## src/rtl/datactrl_pkg.sv

```systemverilog
// Shared constants, state encoding and width helpers for the data-side memory controller.
package datactrl_pkg;

    localparam int AddressWidth = 32;
    localparam int IDWidth      = 32;

    // addr[17:16] value that selects the memory-mapped IO region
    localparam logic [1:0] IO_HI = 2'b11;

    // Width codes double as byte counts
    localparam logic [2:0] W_BYTE = 3'b001;
    localparam logic [2:0] W_HALF = 3'b010;
    localparam logic [2:0] W_WORD = 3'b100;

    typedef enum logic [1:0] {
        DC_IDLE  = 2'd0,
        DC_LOAD  = 2'd1,
        DC_STORE = 2'd2
    } dc_state_e;

    // Any width code other than byte or half is handled as a full word
    function automatic logic [2:0] norm_width(input logic [2:0] w);
        case (w)
            W_BYTE:  return W_BYTE;
            W_HALF:  return W_HALF;
            default: return W_WORD;
        endcase
    endfunction

endpackage

```

## src/rtl/datactrl_extend.sv

```systemverilog
// Sign/zero extension of an assembled little-endian load word.
module datactrl_extend
    import datactrl_pkg::*;
(
    input  logic [IDWidth-1:0] raw_word,
    input  logic [2:0]         width,
    input  logic               sgn,
    output logic [IDWidth-1:0] ext_word
);

    // Replicate the top loaded bit when signed, zero-fill otherwise; words pass through
    always_comb begin
        case (width)
            W_BYTE:  ext_word = {{(IDWidth-8){sgn & raw_word[7]}}, raw_word[7:0]};
            W_HALF:  ext_word = {{(IDWidth-16){sgn & raw_word[15]}}, raw_word[15:0]};
            default: ext_word = raw_word;
        endcase
    end

endmodule

```

## src/rtl/datactrl.sv

```systemverilog
// Data-side memory controller: serialises one load or store at a time into
// little-endian byte accesses on the RAM/IO port.
//
// state    | meaning
// DC_IDLE  | waiting for a request or for the pending load slot
// DC_LOAD  | issuing load byte addresses and collecting bytes one cycle later
// DC_STORE | issuing store bytes; held in place while the IO buffer is full
module datactrl
    import datactrl_pkg::*;
(
    input  logic                    clk_in,
    input  logic                    rst_in,
    input  logic                    rdy_in,
    input  logic                    rob_datactrl_rst_in,
    input  logic                    lbuffer_datactrl_en_in,
    input  logic [AddressWidth-1:0] lbuffer_datactrl_addr_in,
    input  logic [2:0]              lbuffer_datactrl_width_in,
    input  logic                    lbuffer_datactrl_sgn_in,
    output logic                    datactrl_lbuffer_en_out,
    output logic [IDWidth-1:0]      datactrl_lbuffer_data_out,
    input  logic                    sbuffer_datactrl_en_in,
    input  logic [AddressWidth-1:0] sbuffer_datactrl_addr_in,
    input  logic [2:0]              sbuffer_datactrl_width_in,
    input  logic [IDWidth-1:0]      sbuffer_datactrl_data_in,
    output logic                    datactrl_sbuffer_en_out,
    input  logic                    io_buffer_full_in,
    input  logic [7:0]              mem_din_in,
    output logic [7:0]              mem_dout_out,
    output logic [AddressWidth-1:0] mem_a_out,
    output logic                    mem_wr_out
);

    dc_state_e               state;
    logic [2:0]              k;
    logic [2:0]              k_nxt;
    logic [AddressWidth-1:0] base_q;
    logic [2:0]              width_q;
    logic                    sgn_q;
    logic [IDWidth-1:0]      sdata_q;
    logic [IDWidth-1:0]      lbuf_q;

    logic                    pend_vld;
    logic [AddressWidth-1:0] pend_addr;
    logic [2:0]              pend_width;
    logic                    pend_sgn;

    logic [AddressWidth-1:0] mem_a_q;
    logic [7:0]              mem_dout_q;
    logic                    lb_en_q;
    logic                    sb_en_q;
    logic [IDWidth-1:0]      ld_data_q;

    logic                    flush;
    logic                    io_stall;
    logic [AddressWidth-1:0] addr_nxt;
    logic [7:0]              st_byte_nxt;
    logic [IDWidth-1:0]      ld_word;
    logic [IDWidth-1:0]      ld_ext;

    logic                    ld_start;
    logic [AddressWidth-1:0] ld_addr_sel;
    logic [2:0]              ld_width_sel;
    logic                    ld_sgn_sel;

    assign flush       = rob_datactrl_rst_in;
    assign k_nxt       = k + 3'd1;
    assign addr_nxt    = base_q + AddressWidth'(k_nxt);
    assign st_byte_nxt = sdata_q[{k_nxt[1:0], 3'b000} +: 8];
    assign io_stall    = (state == DC_STORE) && (base_q[17:16] == IO_HI) && io_buffer_full_in;

    // A pending load always wins over a fresh load request; a store beats both
    assign ld_start     = !sbuffer_datactrl_en_in && !flush && (pend_vld || lbuffer_datactrl_en_in);
    assign ld_addr_sel  = pend_vld ? pend_addr  : lbuffer_datactrl_addr_in;
    assign ld_width_sel = pend_vld ? pend_width : norm_width(lbuffer_datactrl_width_in);
    assign ld_sgn_sel   = pend_vld ? pend_sgn   : lbuffer_datactrl_sgn_in;

    // Byte addressed in the previous cycle arrives now; merge it into the partial word
    always_comb begin
        ld_word = lbuf_q;
        case (k)
            3'd1:    ld_word[7:0]   = mem_din_in;
            3'd2:    ld_word[15:8]  = mem_din_in;
            3'd3:    ld_word[23:16] = mem_din_in;
            3'd4:    ld_word[31:24] = mem_din_in;
            default: ld_word = lbuf_q;
        endcase
    end

    datactrl_extend u_extend (
        .raw_word (ld_word),
        .width    (width_q),
        .sgn      (sgn_q),
        .ext_word (ld_ext)
    );

    // Request arbitration, byte sequencing and registered port outputs
    always_ff @(posedge clk_in) begin
        if (!rst_in) begin
            state      <= DC_IDLE;
            k          <= 3'd0;
            base_q     <= '0;
            width_q    <= W_WORD;
            sgn_q      <= 1'b0;
            sdata_q    <= '0;
            lbuf_q     <= '0;
            pend_vld   <= 1'b0;
            pend_addr  <= '0;
            pend_width <= W_WORD;
            pend_sgn   <= 1'b0;
            mem_a_q    <= '0;
            mem_dout_q <= 8'h00;
            lb_en_q    <= 1'b0;
            sb_en_q    <= 1'b0;
            ld_data_q  <= '0;
        end else if (rdy_in) begin
            lb_en_q <= 1'b0;
            sb_en_q <= 1'b0;
            if (flush) begin
                pend_vld <= 1'b0;
            end
            case (state)
                DC_IDLE: begin
                    if (sbuffer_datactrl_en_in) begin
                        state      <= DC_STORE;
                        k          <= 3'd0;
                        base_q     <= sbuffer_datactrl_addr_in;
                        width_q    <= norm_width(sbuffer_datactrl_width_in);
                        sdata_q    <= sbuffer_datactrl_data_in;
                        mem_a_q    <= sbuffer_datactrl_addr_in;
                        mem_dout_q <= sbuffer_datactrl_data_in[7:0];
                        if (lbuffer_datactrl_en_in && !flush) begin
                            pend_vld   <= 1'b1;
                            pend_addr  <= lbuffer_datactrl_addr_in;
                            pend_width <= norm_width(lbuffer_datactrl_width_in);
                            pend_sgn   <= lbuffer_datactrl_sgn_in;
                        end
                    end else if (ld_start) begin
                        state    <= DC_LOAD;
                        k        <= 3'd0;
                        base_q   <= ld_addr_sel;
                        width_q  <= ld_width_sel;
                        sgn_q    <= ld_sgn_sel;
                        mem_a_q  <= ld_addr_sel;
                        lbuf_q   <= '0;
                        pend_vld <= 1'b0;
                    end
                end
                DC_LOAD: begin
                    if (flush) begin
                        state <= DC_IDLE;
                    end else begin
                        lbuf_q <= ld_word;
                        if (k_nxt < width_q) begin
                            mem_a_q <= addr_nxt;
                        end
                        if (k == width_q) begin
                            state     <= DC_IDLE;
                            lb_en_q   <= 1'b1;
                            ld_data_q <= ld_ext;
                        end
                        k <= k_nxt;
                    end
                end
                DC_STORE: begin
                    if (!io_stall) begin
                        if (k_nxt == width_q) begin
                            state   <= DC_IDLE;
                            sb_en_q <= 1'b1;
                        end else begin
                            k          <= k_nxt;
                            mem_a_q    <= addr_nxt;
                            mem_dout_q <= st_byte_nxt;
                        end
                    end
                end
                default: state <= DC_IDLE;
            endcase
        end
    end

    assign mem_wr_out                = rdy_in && (state == DC_STORE) && !io_stall;
    assign mem_a_out                 = mem_a_q;
    assign mem_dout_out              = mem_dout_q;
    assign datactrl_lbuffer_en_out   = lb_en_q;
    assign datactrl_lbuffer_data_out = ld_data_q;
    assign datactrl_sbuffer_en_out   = sb_en_q;

endmodule

```

## config.mk

```make
export PLATFORM = sky130hd
export DESIGN_NAME = datactrl
export DESIGN_NICKNAME = d
export VERILOG_FILES = /design/src/rtl/datactrl_pkg.sv /design/src/rtl/datactrl_extend.sv /design/src/rtl/datactrl.sv
export SDC_FILE = /design/constraint.sdc
export NUM_CORES = 1
export LEC_CHECK = 0
export BUFFER_PORTS_ARGS = -buffer_cell sky130_fd_sc_hd__buf_2
export CAP_MARGIN = 20
export CORE_ASPECT_RATIO = 0.7
export CORE_MARGIN = 2
export CORE_UTILIZATION = 51
export DETAILED_ROUTE_END_ITERATION = 10
export PLACE_DENSITY = 0.77
export SKIP_LAST_GASP = 1
export SLEW_MARGIN = 10
export SYNTH_ARGS = -nofsm -noshare
export SYNTH_HDL_FRONTEND = slang
export SYNTH_SLANG_ARGS = --single-unit
```

## constraint.sdc

```tcl
create_clock -name clk_in -period 3.27 [get_ports clk_in]
set_input_delay 0.1635 -clock clk_in [delete_from_list [all_inputs] [get_ports clk_in]]
set_output_delay 0.1635 -clock clk_in [all_outputs]
set_load 0.05 [all_outputs]
```

## Word level (Yosys, flattened, before mapping)

Cells that the tools add are included.

| operators by class | value |
|---|---|
| bitwise operators | 4 |
| muxes and demuxes | 51 |
| reductions and logical operators | 26 |
| equal/unequal tests | 25 |
| shift-type cells | 1 |
| add/subtract/negate cells | 2 |
| order comparisons | 1 |

Operators by type and width:

| cell | count |
|---|---|
| $mux 32 | 10 |
| $pmux 32 s2 | 2 |
| $pmux 32 s3 | 1 |
| $mux 8 | 7 |
| $add 32x3->32 | 1 |
| $shiftx 32x6->8 | 1 |
| $mux 3 | 8 |
| $ne 2x2->1 const B | 8 |
| $pmux 8 s2 | 1 |
| $eq 3x2->1 const B | 5 |
| $reduce_and 5->1 | 3 |
| $eq 3x1->1 const B | 4 |
| $mux 1 | 12 |
| $mux 2 | 6 |
| $pmux 3 s2 | 2 |
| $reduce_and 4->1 | 3 |
| $pmux 3 s3 | 1 |
| $logic_and 1x1->1 | 7 |
| $reduce_and 7->1 | 1 |
| $eq 3x3->1 | 2 |
| $ne 3x3->1 const B | 2 |
| $pmux 2 s3 | 1 |
| $reduce_and 3->1 | 2 |
| $reduce_and 6->1 | 1 |
| other kinds (12) | 19 |

| word-level totals | value |
|---|---|
| register bits after elaboration | 216 |

## Depth between registers and ports, before layout

Gate-level depths: netlist of the first run.

| depth | value |
|---|---|
| depth in word-level cells | 6 |
| depth in mapped cells | 12 |
| gate-level depth less buffers | 9 |

## By module

A second synthesis of the first run with hierarchy kept.

| second synthesis, totals | value |
|---|---|
| cell total of the unflattened synthesis | 1273 |
| area, all modules | 10776.6 um2 |

By module, submodules not included:

| module | times used | area an instance (um2) | cells an instance |
|---|---|---|---|
| datactrl | 1 | 10427.5 | 1229 |
| datactrl_extend | 1 | 349.1 | 44 |

## Worst setup path after synthesis of the first run

OpenSTA, ideal clock, no wires.

| timing path | value |
|---|---|
| path type | register to register |
| from | register k[0] |
| to | register mem_a_q[20], in the netlist mem_a_out[20] |
| buffers on the path | 3 |
| stages on the path, launching flop included | 13 |
| clock period less this slack | 3528 ps |
| data required time | 3151 ps |
| arrival time | 3409 ps |
| setup slack | -258 ps |
| library setup time | 119 ps |
| cell sequence | dfxtp_1 -> clkbuf_1 -> inv_1 -> ha_1 -> clkbuf_1 -> inv_1 -> fa_1 -> nor2b_1 -> o21ai_0 -> clkbuf_1 -> nor4_1 -> mux2i_1 -> o221a_2 |

| on the way | value |
|---|---|
| cells in the longest elaborated chain, start to end | 5 |

Ends and longest elaborated chain:

| item | line | RTL |
|---|---|---|
| start, declared | datactrl.sv:34 | `logic [2:0] k;` |
| start signal, assigned | datactrl.sv:161 | `k <= k_nxt;` |
| start signal, assigned | datactrl.sv:170 | `k <= k_nxt;` |
| $add 3x1->3 (*) | datactrl.sv:66 | `assign k_nxt = k + 3'd1;` |
| $add 32x3->32 | datactrl.sv:67 | `assign addr_nxt = base_q + AddressWidth'(k_nxt);` |
| $mux 32, on equally long branches | datactrl.sv:166, datactrl.sv:153 |  |
| $mux 32, on equally long branches | datactrl.sv:165, datactrl.sv:149 |  |
| $pmux 32 s3 | datactrl.sv:121 | `case (state)` |
| end signal, assigned | datactrl.sv:129 | `mem_a_q <= sbuffer_datactrl_addr_in;` |
| end signal, assigned | datactrl.sv:143 | `mem_a_q <= ld_addr_sel;` |
| end signal, assigned | datactrl.sv:171 | `mem_a_q <= addr_nxt;` |
| end, declared | datactrl.sv:47 | `logic [AddressWidth-1:0] mem_a_q;` |

Every way passes the cells marked *; elsewhere a longest branch is shown, timed or not. The select of a mux whose other input is x is not followed.
A chain may end at the register's enable or synchronous reset.

## Final worst setup path of the first run

| timing path | value |
|---|---|
| from | register k[0] |
| to | register mem_a_q[18], in the netlist mem_a_out[18] |

Same word-level chain as after synthesis.

==> run metrics, run 1 <==
count leader, synth dfxtp_1; dpl hpwl 21300 um; cell taking the most area after synthesis dfxtp_1; Longest Clk Path Bufs 3; initial antenna violation count 2; Max Freq 328 MHz; largest net degree at the start of global routing 100; Hold WC Path Type input pin to register; Post-synth top flop dfxtp_1; Tmin final 3050 ps; WL/cell 18.1 um; Post-CTS Setup Bufs 0; Period Utilization, post-route between 90% and 100%; VDD IR max 0.000415 V; Rows 43; critical path required time 3670 ps; Fin Setup TNS 0 ps; clk_lat worst skew 510 ps; grt ovf 0; final hold vios 0; CTS tree yes; die width 176 um; clock-pin slew on the worst setup and hold paths approximately 60 ps; chip height around 120 um; status finished clean; worst slew pin tran between 1000 and 1500 ps; Die Area roughly 22000 sq um; most frequent cells after synthesis dfxtp_1, nand2_1, nor2_1, a21oi_1, mux2i_1; first-pass GRT wire length 48100 um; CTS HTree Levels 1; Worst EP arrival 3440 ps; Post-synth EDFFs 0; ranking of synthesized cells by area dfxtp_1, mux2i_1, nand2_1, a21oi_1, nor2_1; Worst Setup End Kind register; Power Density 487 nW/um^2; non-filler cells, final between 1500 and 2000; dpl cells 1647; final hold slack 31.4 ps; drt first pass iters 6; Post-Syn Nets 1392; number of global-route vias before repair 8972; gr usage total 27.7%; PortBufs 192; RSZ-0062 raised after global routing false; diodes inserted 0; #FFs+latches synth 216; Root Buffer clkbuf_16; CP max FO 11; Yosys warning total 0; CP top delay family adder cells; CP max stage delay 440 ps; slowest CP cell fa_1; DP Worst Slack 387 ps; Util after Layout 64.8%; gpl congestion 0.891; crit path kind register to register; critical path, cell by cell inv_1 -> ha_1 -> inv_1 -> fa_1 -> nor2b_1 -> o21ai_0 -> buf_4 -> nor4_1 -> mux2i_1 -> o221a_2; post-route ant nets 0; layout cells sized above 1 21.6%; Synth Instances 1258; drt via density 5.77; clk sinks 216; syn avg cell area ~8.3 sq um; final setup margin 223 ps; Buf/Inv on CP 3; 1st-iter DRT viols between 900 and 1000; Final Max Slew Viols 0; post-synthesis async set-or-reset flop share 0%; Num CTS Buffers 22; Filler Cells Inserted 1741; Critical Path Start Type register; Distinct cells, synth 59; synthesis-to-finish area growth 23.6%; Netlist Area Pre-Place 10500 sq um; # DRC 0; max_cap viols 0; # setup viols final 0; Final Skew 12.9 ps; IO Pins 193; Placeable Area 20000 sq um; Final nets 1600; Leakage 5.10 nW; initial core utilization 52.5%; sequential fraction of the synthesis area between 40% and 50%; top-area cell type share of the netlist area between 40% and 50%; Routed WL 31600 um; most used cell, CP inv_1; via count 10076; slew margin rel. just under 30%
[per-stage QoR]
stage,total power [W],instance area [sq um]
global route,0.00655,13000
CTS,0.00632,13000
finish,0.00632,13000
global placement,0.00393,11700
detailed placement,0.00395,11700
floorplan,0.00360,10500
[worst register-to-register path: cells and delay by family, from the launching register on]
kind	cells	cell delay, ps
adders and majority gates	2	840
and+or+nand+nor	2	720
DFF	1	430
buffers and inverters	3	430
AOI/OAI and AO/OA	2	380
muxes	1	140
[cell type report]
cell class	instances	area (sq um)	area share [%]
timing repair buffer	284	1840	14.2
clock inverter	4	20.0	0.154
tap	270	338	2.60
clock buffer	31	626	4.82
multi-input combinational	922	5750	44.3
sequential	216	4330	33.3
inverter	20	77.6	0.598
[power by group]
part	leakage (nW)	switching (W)	internal (W)
logic	3.02	0.000726	0.000402
registers	1.76	0.0000974	0.00275
clock network	0.321	0.00103	0.00132
total	5.10	0.00185	0.00448
[final timing paths]
| path | from | to | slack [ps] | cells after the start |
|---|---|---|---|---|
| worst max register to register | k[0]$_SDFFE_PN0P_ | mem_a_out[18]$_SDFFE_PN0P_ | 220 | 10 |
| worst max-delay path | k[0]$_SDFFE_PN0P_ | mem_a_out[18]$_SDFFE_PN0P_ | 220 | 10 |
| worst min-delay path | sbuffer_datactrl_en_in | state[1]$_SDFFE_PN0P_ | 30 | 4 |
| worst min register to register | pend_addr[23]$_SDFFE_PN0P_ | pend_addr[23]$_SDFFE_PN0P_ | 450 | 2 |
[kinds of logic (layout without fill, tap and decap cells)]
family          Yosys count  after routing  synth area share [%]
mux                     116            116                  12.2
flops                   216            216                  41.2
fa+ha+maj                16             16                  1.98
simple gates            477            477                  20.4
compound gates          296            296                  18.5
buf+inv                 120            339                  4.35
xor+xnor                 17             17                  1.42
[cell usage in the layout (no fill, tap or decap), types with 14 or more instances in the layout]
| cell type | synthesis | layout |
|---|---|---|
| a211oi_1 | 21 | 21 |
| a21oi_1 | 118 | 118 |
| a22oi_1 | 23 | 23 |
| buf_2 | 5 | 192 |
| buf_4 | 0 | 25 |
| clkbuf_16 | 0 | 23 |
| dfxtp_1 | 216 | 215 |
| dlygate4sd3_1 | 0 | 65 |
| ha_1 | 15 | 15 |
| inv_1 | 19 | 19 |
| mux2i_1 | 95 | 95 |
| nand2_1 | 205 | 205 |
| nand3_1 | 25 | 25 |
| nor2_1 | 136 | 136 |
| nor3_1 | 15 | 14 |
| o211ai_1 | 20 | 20 |
| o21ai_0 | 40 | 40 |
| o221a_2 | 26 | 26 |
[per-layer routing]
layer / routed length [um] / share of wire [%] / global-route usage, % / vias up
met5: 27 / 0.085 / 0 / -
met4: 518 / 1.6 / 5.01 / 4
met3: 2800 / 8.9 / 6.17 / 46
met2: 13300 / 42 / 40.9 / 420
met1: 14900 / 47 / 41.6 / 4752
li1: - / - / - / 4854
[registers in the layout, summed over array words and instances (netlist names)]
name	flops
base_q	32
datactrl_lbuffer_data_out	32
lbuf_q	32
mem_a_out	32
pend_addr	32
sdata_q	32
mem_dout_out	8
k	3
pend_width	3
width_q	3
state	2
datactrl_lbuffer_en_out	1
datactrl_sbuffer_en_out	1
pend_sgn	1
pend_vld	1
sgn_q	1
[repair_timing]
item,in CTS,in global routing
hold endpoints to repair,65,0
gates resized for setup,0,0
hold buffers,65,0
(Power assumes the default switching activity.)
==> run 2: changes to the inputs <==
- CORE_UTILIZATION: 51 -> 50
- PLACE_DENSITY: 0.77 -> 0.87
==> run metrics, run 2 (synthesis gave the netlist of run 1 again) <==
status finished clean; synthesis-to-finish area growth 25.2%; Hold WC Path Type input pin to register; max_cap viols 0 (unchanged); dpl cells 1657 (+0.61%); drt via density 5.88 (+2.0%); clock-pin slew on the worst setup and hold paths 60 ps (about the same); gpl congestion 0.933 (+4.6%); layout cells sized above 1 22.0% (+0.45 points); critical path, cell by cell inv_1 -> ha_1 -> inv_1 -> fa_1 -> nor2b_1 -> o21ai_0 -> buf_4 -> nor4_1 -> mux2i_1 -> o221a_2; Worst Setup End Kind register; Fin Setup TNS 0 ps (unchanged); non-filler cells, final 1766 (+1.1%); Routed WL 33200 um (+5.1%); Period Utilization, post-route 92.6% (-0.57 points); worst slew pin tran 793 ps (-262 ps); slowest CP cell dfxtp_1; Longest Clk Path Bufs 3 (unchanged); commonest non-fill, non-tap cell in the layout dfxtp_1; Post-CTS Setup Bufs 0 (unchanged); drt first pass iters 8 (+2); post-route ant nets 0 (unchanged); critical path required time 3660 ps (about the same); Worst EP arrival 3420 ps (-20 ps); CP max stage delay 440 ps (about the same); Util after Layout 63.7% (-1.1 points); commonest cells after routing, fill and taps aside dfxtp_1, nand2_1, buf_2; most used cell, CP inv_1; Rows 44 (+2.3%); post-CTS sizing 0 (unchanged); dpl hpwl 21900 um (+2.8%); Placeable Area 20600 sq um (+3.2%); clk sinks 216 (unchanged); Tmin final 3030 ps (-18.5 ps); Num CTS Buffers 22 (unchanged); Root Buffer clkbuf_16; initial core utilization 50.9% (-1.6 points); crit path kind register to register; Max Freq 330 MHz (+0.61%); clk_lat worst skew 520 ps (about the same); grt ovf 0 (unchanged); WL/cell 18.8 um (+4.0%); final setup margin 242 ps (+18.5 ps); slew margin rel. 47.1% (+17 points); Hold-fix buffers, CTS 68 (+4.6%); Power Density 505 nW/um^2 (+3.6%); gr usage total 29.3% (+1.6 points); Final Max Slew Viols 0 (unchanged); IO Pins 193 (unchanged); Critical Path Start Type register; CTS HTree Levels 1 (unchanged); Die Area 22200 sq um (+1.9%); number of global-route vias before repair 9929 (+11%); CTS tree yes; Final nets 1607 (+0.44%); final hold vios 0 (unchanged); PortBufs 192 (unchanged); 1st-iter DRT viols 1110 (+17%); CP max FO 11 (unchanged); Leakage 5.18 nW (+1.6%); RSZ-0062 raised after global routing false; DP Worst Slack 327 ps (-60.3 ps); die width 177 um (+0.97%); initial antenna violation count 1 (-1); largest net degree at the start of global routing 91 (-9.0%); chip height 125 um (+0.96%); via count 10392 (+3.1%); # setup viols final 0 (unchanged); # DRC 0 (unchanged); VDD IR max 0.000413 V (-0.58%); Final Skew 24.8 ps (+12.0 ps); first-pass GRT wire length 52400 um (+8.8%)
[run 2: cell type report]
cell class                 instances  area [sq um]
clock buffer                      30           611
fill                            1689          7500
multi-input combinational        922          5750
inverter                          20          77.6
clock inverter                     9           135
sequential                       216          4330
tap                              276           345
timing repair buffer             291          1900
antenna                            2          5.00
[run 2: final timing paths]
path | cells after the start | end | slack (ps) | start
setup / recovery | 10 | mem_a_out[20]$_SDFFE_PN0P_ | 240 | k[0]$_SDFFE_PN0P_
hold / removal | 4 | state[1]$_SDFFE_PN0P_ | 40 | sbuffer_datactrl_en_in
setup reg to reg | 10 | mem_a_out[20]$_SDFFE_PN0P_ | 240 | k[0]$_SDFFE_PN0P_
hold reg to reg | 2 | sdata_q[18]$_SDFFE_PN0P_ | 450 | sdata_q[18]$_SDFFE_PN0P_
[run 2: metrics by stage]
stage               total power (W)  instance area, sq um  hold WS [ps]
detailed placement          0.00396                 11700           415
finish                      0.00664                 13100          35.6
floorplan                   0.00360                 10500           299
global placement            0.00393                 11700           406
global route                0.00686                 13100          45.2
CTS                         0.00663                 13100          19.6
[run 2: routing by layer]
layer  global-route usage [%]  up-vias  share of wire (%)  routed length, um
met5                        0        -                  0                  0
met4                     9.29        0                3.2               1070
met3                     5.99       92                 10               3320
met2                     43.7      567                 42              14100
met1                     42.3     4847                 44              14700
li1                         -     4886                  -                  -
[run 2: where the power goes]
part	total (W)	internal [W]	switching, W
Sequential	0.00285	0.00275	0.0000995
Combinational	0.00115	0.000407	0.000743
Clock	0.00264	0.00155	0.00108
Total	0.00664	0.00471	0.00193
[run 2: worst max-delay path, delay by kind of cell, from the launching register on]
| kind | cells | cell delay [ps] |
|---|---|---|
| mux | 1 | 140 |
| simple gates | 2 | 700 |
| buf+inv | 3 | 410 |
| fa+ha+maj | 2 | 840 |
| flops | 1 | 440 |
| compound gates | 2 | 390 |
